### src/rtl/comp_conv_arb_if.sv
// ============================================================================
// Module  : comp_conv_arb_if
// Brief   : Requester-side and result-side handshake bundle for comp_conv_arb
// Rev     : 1.0  initial release
// ============================================================================
`default_nettype none

interface comp_conv_arb_if #(
  parameter int N   = 4,
  parameter int IDW = 2
);
  logic [N-1:0]   req_valid;
  logic [N*8-1:0] req_data;
  logic [N-1:0]   req_ready;
  logic           out_valid;
  logic [7:0]     out_data;
  logic [IDW-1:0] out_id;
  logic           out_ready;

  modport master (
    output req_valid, req_data, out_ready,
    input  req_ready, out_valid, out_data, out_id
  );

  modport slave (
    input  req_valid, req_data, out_ready,
    output req_ready, out_valid, out_data, out_id
  );
endinterface

`default_nettype wire

### src/rtl/comp_conv_arb.sv
// ============================================================================
// Module  : comp_conv_arb
// Brief   : Round-robin sharing of one external combinational sign-magnitude
//           to two's-complement converter, with a single registered output.
// Rev     : 1.0  initial release
// ============================================================================
`default_nettype none

module comp_conv_arb #(
  parameter int N   = 4,
  parameter int IDW = 2,
  parameter int CW  = 16
) (
  input  logic          clk,
  input  logic          rst_n,
  comp_conv_arb_if.slave bus,
  output logic [7:0]    conv_a,
  input  logic [7:0]    conv_y,
  output logic [CW-1:0] conv_cnt
);

  localparam logic [IDW:0] c_n_ext = (IDW+1)'(N);

  typedef enum logic [0:0] {
    S_EMPTY = 1'b0,
    S_FULL  = 1'b1
  } state_t;

  state_t          r_state;
  state_t          w_state_nxt;
  logic [IDW-1:0]  r_ptr;
  logic [IDW-1:0]  w_ptr_nxt;
  logic [7:0]      r_out_data;
  logic [IDW-1:0]  r_out_id;
  logic [CW-1:0]   r_conv_cnt;

  logic [N-1:0]    w_grant;
  logic [IDW-1:0]  w_gidx;
  logic            w_found;
  logic [IDW:0]    w_idx_ext;
  logic [IDW:0]    w_ptr_inc;
  logic [IDW+2:0]  w_sel_lsb;
  logic            w_space;
  logic            w_accept;
  logic            w_handshake;

  // Rotating priority search starting at r_ptr, wrapping at N.
  always_comb begin
    w_grant   = '0;
    w_gidx    = '0;
    w_found   = 1'b0;
    w_idx_ext = '0;
    for (int i = 0; i < N; i++) begin
      w_idx_ext = {1'b0, r_ptr} + (IDW+1)'(i);
      if (w_idx_ext >= c_n_ext) begin
        w_idx_ext = w_idx_ext - c_n_ext;
      end
      if (!w_found && bus.req_valid[w_idx_ext[IDW-1:0]]) begin
        w_found                        = 1'b1;
        w_gidx                         = w_idx_ext[IDW-1:0];
        w_grant[w_idx_ext[IDW-1:0]]    = 1'b1;
      end
    end
  end

  assign w_space     = (r_state == S_EMPTY) || bus.out_ready;
  assign w_accept    = w_space && w_found;
  assign w_handshake = (r_state == S_FULL) && bus.out_ready;

  assign w_sel_lsb     = {w_gidx, 3'b000};
  assign conv_a        = w_found ? bus.req_data[w_sel_lsb +: 8] : 8'h00;
  assign bus.req_ready = w_accept ? w_grant : '0;

  always_comb begin
    w_ptr_inc = {1'b0, w_gidx} + (IDW+1)'(1);
    w_ptr_nxt = (w_ptr_inc == c_n_ext) ? '0 : w_ptr_inc[IDW-1:0];
  end

  always_comb begin
    w_state_nxt = r_state;
    case (r_state)
      S_EMPTY: if (w_accept) w_state_nxt = S_FULL;
      S_FULL:  if (bus.out_ready && !w_accept) w_state_nxt = S_EMPTY;
      default: w_state_nxt = S_EMPTY;
    endcase
  end

  always_ff @(posedge clk or negedge rst_n) begin
    if (!rst_n) begin
      r_state <= S_EMPTY;
    end else begin
      r_state <= w_state_nxt;
    end
  end

  always_ff @(posedge clk or negedge rst_n) begin
    if (!rst_n) begin
      r_out_data <= 8'h00;
      r_out_id   <= '0;
      r_ptr      <= '0;
      r_conv_cnt <= '0;
    end else begin
      if (w_accept) begin
        r_out_data <= conv_y;
        r_out_id   <= w_gidx;
        r_ptr      <= w_ptr_nxt;
      end
      if (w_handshake) begin
        r_conv_cnt <= r_conv_cnt + CW'(1);
      end
    end
  end

  assign bus.out_valid = (r_state == S_FULL);
  assign bus.out_data  = r_out_data;
  assign bus.out_id    = r_out_id;
  assign conv_cnt      = r_conv_cnt;

endmodule

`default_nettype wire

### src/flat_wrapper.sv
// flat-port wrapper written by rule: the top's interface ports become plain ports
module comp_conv_arb_flat 
#(
  parameter int N   = 4,
  parameter int IDW = 2,
  parameter int CW  = 16
)
  (clk, rst_n, conv_a, conv_y, conv_cnt, bus_req_valid, bus_req_data, bus_out_ready, bus_req_ready, bus_out_valid, bus_out_data, bus_out_id);
  comp_conv_arb_if #(.N(N), .IDW(IDW)) bus_i ();
  input  logic clk;
  input  logic rst_n;
  output logic [7:0] conv_a;
  input  logic [7:0] conv_y;
  output logic [CW-1:0] conv_cnt;
  input wire logic [$bits(bus_i.req_valid)-1:0] bus_req_valid;
  input wire logic [$bits(bus_i.req_data)-1:0] bus_req_data;
  input wire logic [$bits(bus_i.out_ready)-1:0] bus_out_ready;
  output wire logic [$bits(bus_i.req_ready)-1:0] bus_req_ready;
  output wire logic [$bits(bus_i.out_valid)-1:0] bus_out_valid;
  output wire logic [$bits(bus_i.out_data)-1:0] bus_out_data;
  output wire logic [$bits(bus_i.out_id)-1:0] bus_out_id;
  assign bus_i.req_valid = bus_req_valid;
  assign bus_i.req_data = bus_req_data;
  assign bus_i.out_ready = bus_out_ready;
  assign bus_req_ready = bus_i.req_ready;
  assign bus_out_valid = bus_i.out_valid;
  assign bus_out_data = bus_i.out_data;
  assign bus_out_id = bus_i.out_id;
  comp_conv_arb #(.N(N), .IDW(IDW), .CW(CW)) u_core (.clk(clk), .rst_n(rst_n), .bus(bus_i), .conv_a(conv_a), .conv_y(conv_y), .conv_cnt(conv_cnt));
endmodule
### config.mk
export PLATFORM = sky130hd
export DESIGN_NAME = comp_conv_arb_flat
export DESIGN_NICKNAME = d
export VERILOG_FILES = /design/src/rtl/comp_conv_arb_if.sv /design/src/rtl/comp_conv_arb.sv /design/src/flat_wrapper.sv
export SDC_FILE = /design/constraint.sdc
export NUM_CORES = 1
export LEC_CHECK = 0
export ABC_AREA = 1
export BUFFER_PORTS_ARGS = -buffer_cell sky130_fd_sc_hd__buf_4
export CORE_MARGIN = 1.5
export CORE_UTILIZATION = 40
export CTS_CLUSTER_DIAMETER = 60
export DETAILED_ROUTE_END_ITERATION = 12
export GPL_ROUTABILITY_DRIVEN = 0
export HOLD_SLACK_MARGIN = 0.02
export PLACE_DENSITY = 0.7
export SYNTH_ARGS = -nofsm -noshare
export SYNTH_HDL_FRONTEND = slang
export SYNTH_SLANG_ARGS = --single-unit
export TNS_END_PERCENT = 100
### constraint.sdc
create_clock -name clk -period 2.4 [get_ports clk]
set_input_delay 0.24 -clock clk [delete_from_list [all_inputs] [get_ports clk]]
set_output_delay 0.24 -clock clk [all_outputs]
set_load 0.02 [all_outputs]
* Yosys cells after proc, flatten, opt, wreduce, memory -nomap -nowiden *
Index checks and enable logic that the tools add are counted.

operators by class
  $add $sub $neg = 9
  order comparisons = 12
  eq/ne operators = 1
  shift-type cells = 1
  mux-type cells = 38
  bitwise gates (word level) = 4
  reduce and logical (&&, ||, !) cells = 15

operators by type and width
  operator                                                                       count
  32-bit by 6-bit indexed part select with 8-bit output                          1
  4-bit 2-to-1 mux                                                               5
  2-bit 2-to-1 mux                                                               9
  16-bit by 1-bit adder with 16-bit output (second input constant)               1
  1-bit 2-to-1 mux                                                               14
  2-bit by 3-bit less-than comparator with 1-bit output (second input constant)  4
  4-bit OR                                                                       3
  1-bit logical AND                                                              10
  3-bit >= comparator (second input constant)                                    3
  1-bit binary-select mux with 2-bit select                                      4
  1-bit demux with 2-bit select                                                  4
  2-bit by 1-bit >= comparator with 1-bit output (second input constant)         4
  8-bit 2-to-1 mux                                                               1
  2-bit by 1-bit subtractor with 2-bit output (second input constant)            4
  2-bit by 1-bit adder with 3-bit output (second input constant)                 2
  2-bit by 2-bit adder with 3-bit output (second input constant)                 2
  1-bit zero test                                                                4
  3-bit equality test (second input constant)                                    1
  2-bit by 3-bit >= comparator with 1-bit output (second input constant)         1
  1-bit one-hot mux with 2 select lines                                          1
  1-bit logical OR                                                               1
  1-bit inverter                                                                 1

storage, ports and cells
  bits in registers = 29
  bits of input ports = 47
  output and inout bits = 39
  logic and storage cells = 85

* Longest topological paths before layout *
  depth after elaboration = 19
  mapped depth = 15
  gate-level depth less buffers = 13

* Worst setup path after synthesis *
Ideal clock, no wire load.

  kind = reg2out
  start = register u_core.r_ptr[0]
  end = output conv_a[0]
  arrival time = 2.279 ns
  required time = 2.160 ns
  slack = -0.119 ns
  stages on the path, launching flop included = 14
  buffers on the path = 2
  cell sequence = dfrtp_1 > buf_6 > inv_8 > ha_1 > inv_1 > nand3_2 > nand2_4 > nand4_4 > nand2_4 > nand2_4 > buf_6 > nand2_2 > nand3_1 > a21oi_1

on the way
  word-level cells in the longest chain between the ends = 16
  elaborated cells between the ends (all ways) = 39
  classes of those cells = 7 x add/sub; 4 x order compare; 1 x shift; 21 x mux; 6 x reduce/logical

ends and longest elaborated chain
  element                                                                          RTL line              source
  start: declaration                                                               comp_conv_arb.sv:31   logic [IDW-1:0] r_ptr;
  start signal: assignment                                                         comp_conv_arb.sv:106  r_ptr <= w_ptr_nxt;
  branches (longest 15 deep; another with 2-bit by 1-bit adder with 3-bit output)  --
  8-bit 2-to-1 mux *                                                               comp_conv_arb.sv:71   assign conv_a = w_found ? bus.req_data[w_sel_lsb +: 8] : 8'h00;
  end: declaration                                                                 flat_wrapper.sv:12    output logic [7:0] conv_a;

Mark *: on every way between the ends. The select of a mux whose other input is x is not followed.

* Worst setup path after layout *
  start = register u_core.r_ptr[0]
  end = output conv_a[3]

The elaborated chain is that of the path after synthesis.

==> results.toml <==
[min_path]
hp-class = "in2reg"
min_from = "conv_y[0]"
min_path_cells = 3
hold_end = "u_core.bus.out_data[0]"

[layout]
instances_no_fill = 480
drive_gt1_share_pct = 46.59
regArea_um2 = 726.9
area_delta_synth_final_pct = 63.45
multi_input_area_um2 = 1533
diodes = 0
n_fill_cell = 438
fin_nets = 466
final_common_cell = "buf_4"
layout_common_cells = "buf_4, nand2_1, inv_1, dfrtp_1, nand3_1"

[synthesis]
seq_area_frac_synth_pct = 33.07
synth_nets = 348
ys_types = 30
synth_edf_count = 0
synth_area_leaders = "dfrtp_1, nand2_1, nand3_1"
synthCells = 291
avgSynthCellArea_um2 = 7.542
synth-seq-cells = 29
netlist_area_um2 = 2195
synth_top_area_share_pct = 33.07
synthFlopType = "dfrtp_1"
synth_top_cell_by_area = "dfrtp_1"
yosys_warnings = 0
async_flop_share_pct = 100.0

[clock_tree]
cts_tree = "built"
max-clock-path-buffers = 2
htreeDepth = 2
root_buffer = "clkbuf_8"
cts_sinks = 29
clk_pin_slew_ns = 0.06
clk_latency_ns = 0.27
numCtsBuffers = 5

[outcome]
status = "finished, violations left"
failed_checks = "setup timing"

[sta]
period_minus_slack_ns = 2.522
worst_slack_ns = -0.1218
timing.fmax_mhz = 396.5
post-route-period-util_pct = 105.1
setup_viol = 12
finalSetupTns_ns = -0.7355
relSlewSlack_pct = 75.09
report.final.slew_viol_count = 0
rsz0062_at_grt = "true"
skew_ns = 0.005056
max_slew.worst_pin.slew_ns = 0.3737
final_hold_viol_count = 0

[grt]
gr-total-overflow = 0
grt_pass1_vias = 2253
grt_first_pass_wirelength_um = 10070
grt_max_degree = 30
grt_use_total_pct = 20.77
antenna_found_initial = 0

[power_and_ir_drop]
power_leakage_nw = 1.938
max-vdd-ir-drop_mv = 1.448
powerDensity_nw_per_um2 = 1826

[placed_design]
place_inst = 450
numPortBuffers = 85
hpwlAfterDp_um = 4255

[detailed_routing]
drtAntennaViolNets = 0
drt-total-wl_um = 6422
first_pass_iters = 4
via_per_inst = 4.883
wl_per_cell_um = 13.38
drtIter0Drc = 69
route.detailed.drc = 0
route.vias.total = 2344

[floorplanning]
std_cell_rows = 26
die_area_um2 = 5940
pin_count = 86
initial_core_util_pct = 42.16
die_w_um = 77.07
core_area_um2 = 5205
die_y_um = 77.07

[critical_path]
r2r-end = "u_core.r_ptr[1]"
end_kind = "output port"
required_ns = 2.16
path_max_fanout = 16
rr_startpoint = "u_core.r_ptr[0]"
reg2reg_slack_ns = 0.08
arrival_ns = 2.28
r2r_cells = 12
path_class = "reg2out"
startpoint_type = "register"
critPathLaunch = "u_core.r_ptr[0]"

[job]
max-cap-violations = 0
## worst max path at each step
stage | slack (ns) | endpoint
2_1_floorplan | 0.004 | conv_a[0]
3_3_place_gp | 0.002 | conv_a[4]
3_5_place_dp | -0.06 | conv_a[4]
4_1_cts | -0.06 | conv_a[4]
5_1_grt | -0.19 | conv_a[4]
6_report | -0.12 | conv_a[3]
## flip-flops by register name (all words and copies together) (netlist names)
name	cells
u_core.bus.out_id	2
u_core.bus.out_valid	1
u_core.bus.out_data	8
u_core.r_ptr	2
u_core.conv_cnt	16
## per-stage QoR
step	instance area (µm²)	util (%)	power (mW)	setup WS [ns]	hold slack, ns
global placement	3057	58.73	4.740	0.002156	0.1825
floorplan	2286	-	3.580	0.004132	-0.05559
global route	3587	68.92	6.948	-0.1862	0.1602
finish	3587	68.92	6.549	-0.1218	0.1570
detailed placement	3057	58.73	4.832	-0.06347	0.1826
CTS	3416	65.63	6.080	-0.05841	0.1558
## layout make-up
class	instances	area share, %
Tap cell	70	2.442
Inverter	49	5.755
Multi-Input combinational cell	210	42.73
Clock inverter	1	0.1395
Sequential cell	29	20.27
Clock buffer	7	2.686
Timing Repair Buffer	114	25.99
## synthesized netlist by cell type, drive strengths merged, types with 2 or more instances
cell	count
nand2	90
nor2	11
ha	10
inv	48
o21ai	2
dfrtp	29
nand4	7
xnor2	5
buf	6
a21oi	10
xor2	10
nand3	44
a22oi	4
nand3b	9
## what timing repair did
item / 4_1_cts / 5_1_grt
pin swaps: 19 / 11
cloned: 2 / 2
endpoints found under the setup margin: 12 / 13
hold endpoints to repair: 29 / 0
setup buffers: 8 / 9
hold buffers: 1 / 0
gates resized for setup: 40 / 18
## routing by layer
layer	vias up	routed length (µm)	GRT usage, %	share of wire, %
li1	1164	-	-	-
met4	0	96	5.091	1.5
met1	1097	2717	26.08	42
met2	70	3301	36.55	51
met3	13	307	4.048	4.8
met5	-	0	0	0
## power by group
part	internal [mW]	switching, mW
logic	2.35	2.97
registers	0.652	0.140
clock network	0.258	0.172
total	3.26	3.29
## cell families (layout without fill, tap and decap cells)
family | after synthesis | after routing | synth area share, %
XOR/XNOR | 15 | 15 | 5.986
flip-flops | 29 | 29 | 33.07
buffers and inverters | 55 | 171 | 10.89
adder cells (fa/ha/maj) | 10 | 10 | 5.701
AO/OA/AOI/OAI | 19 | 19 | 5.246
AND/OR/NAND/NOR | 163 | 166 | 39.11
## worst max-delay path, cell delays in order, from the launching register on
cell and delay, ns:
dfrtp_2 0.47, inv_8 0.08, ha_4 0.22, inv_4 0.08
nand3_4 0.09, nand2_8 0.10, nor2_4 0.05, nor2_4 0.10
nand2_4 0.11, buf_12 0.17, nand3_1 0.11, nand3_2 0.12
a21oi_4 0.16, buf_6 0.13
(Power assumes the default switching activity.)
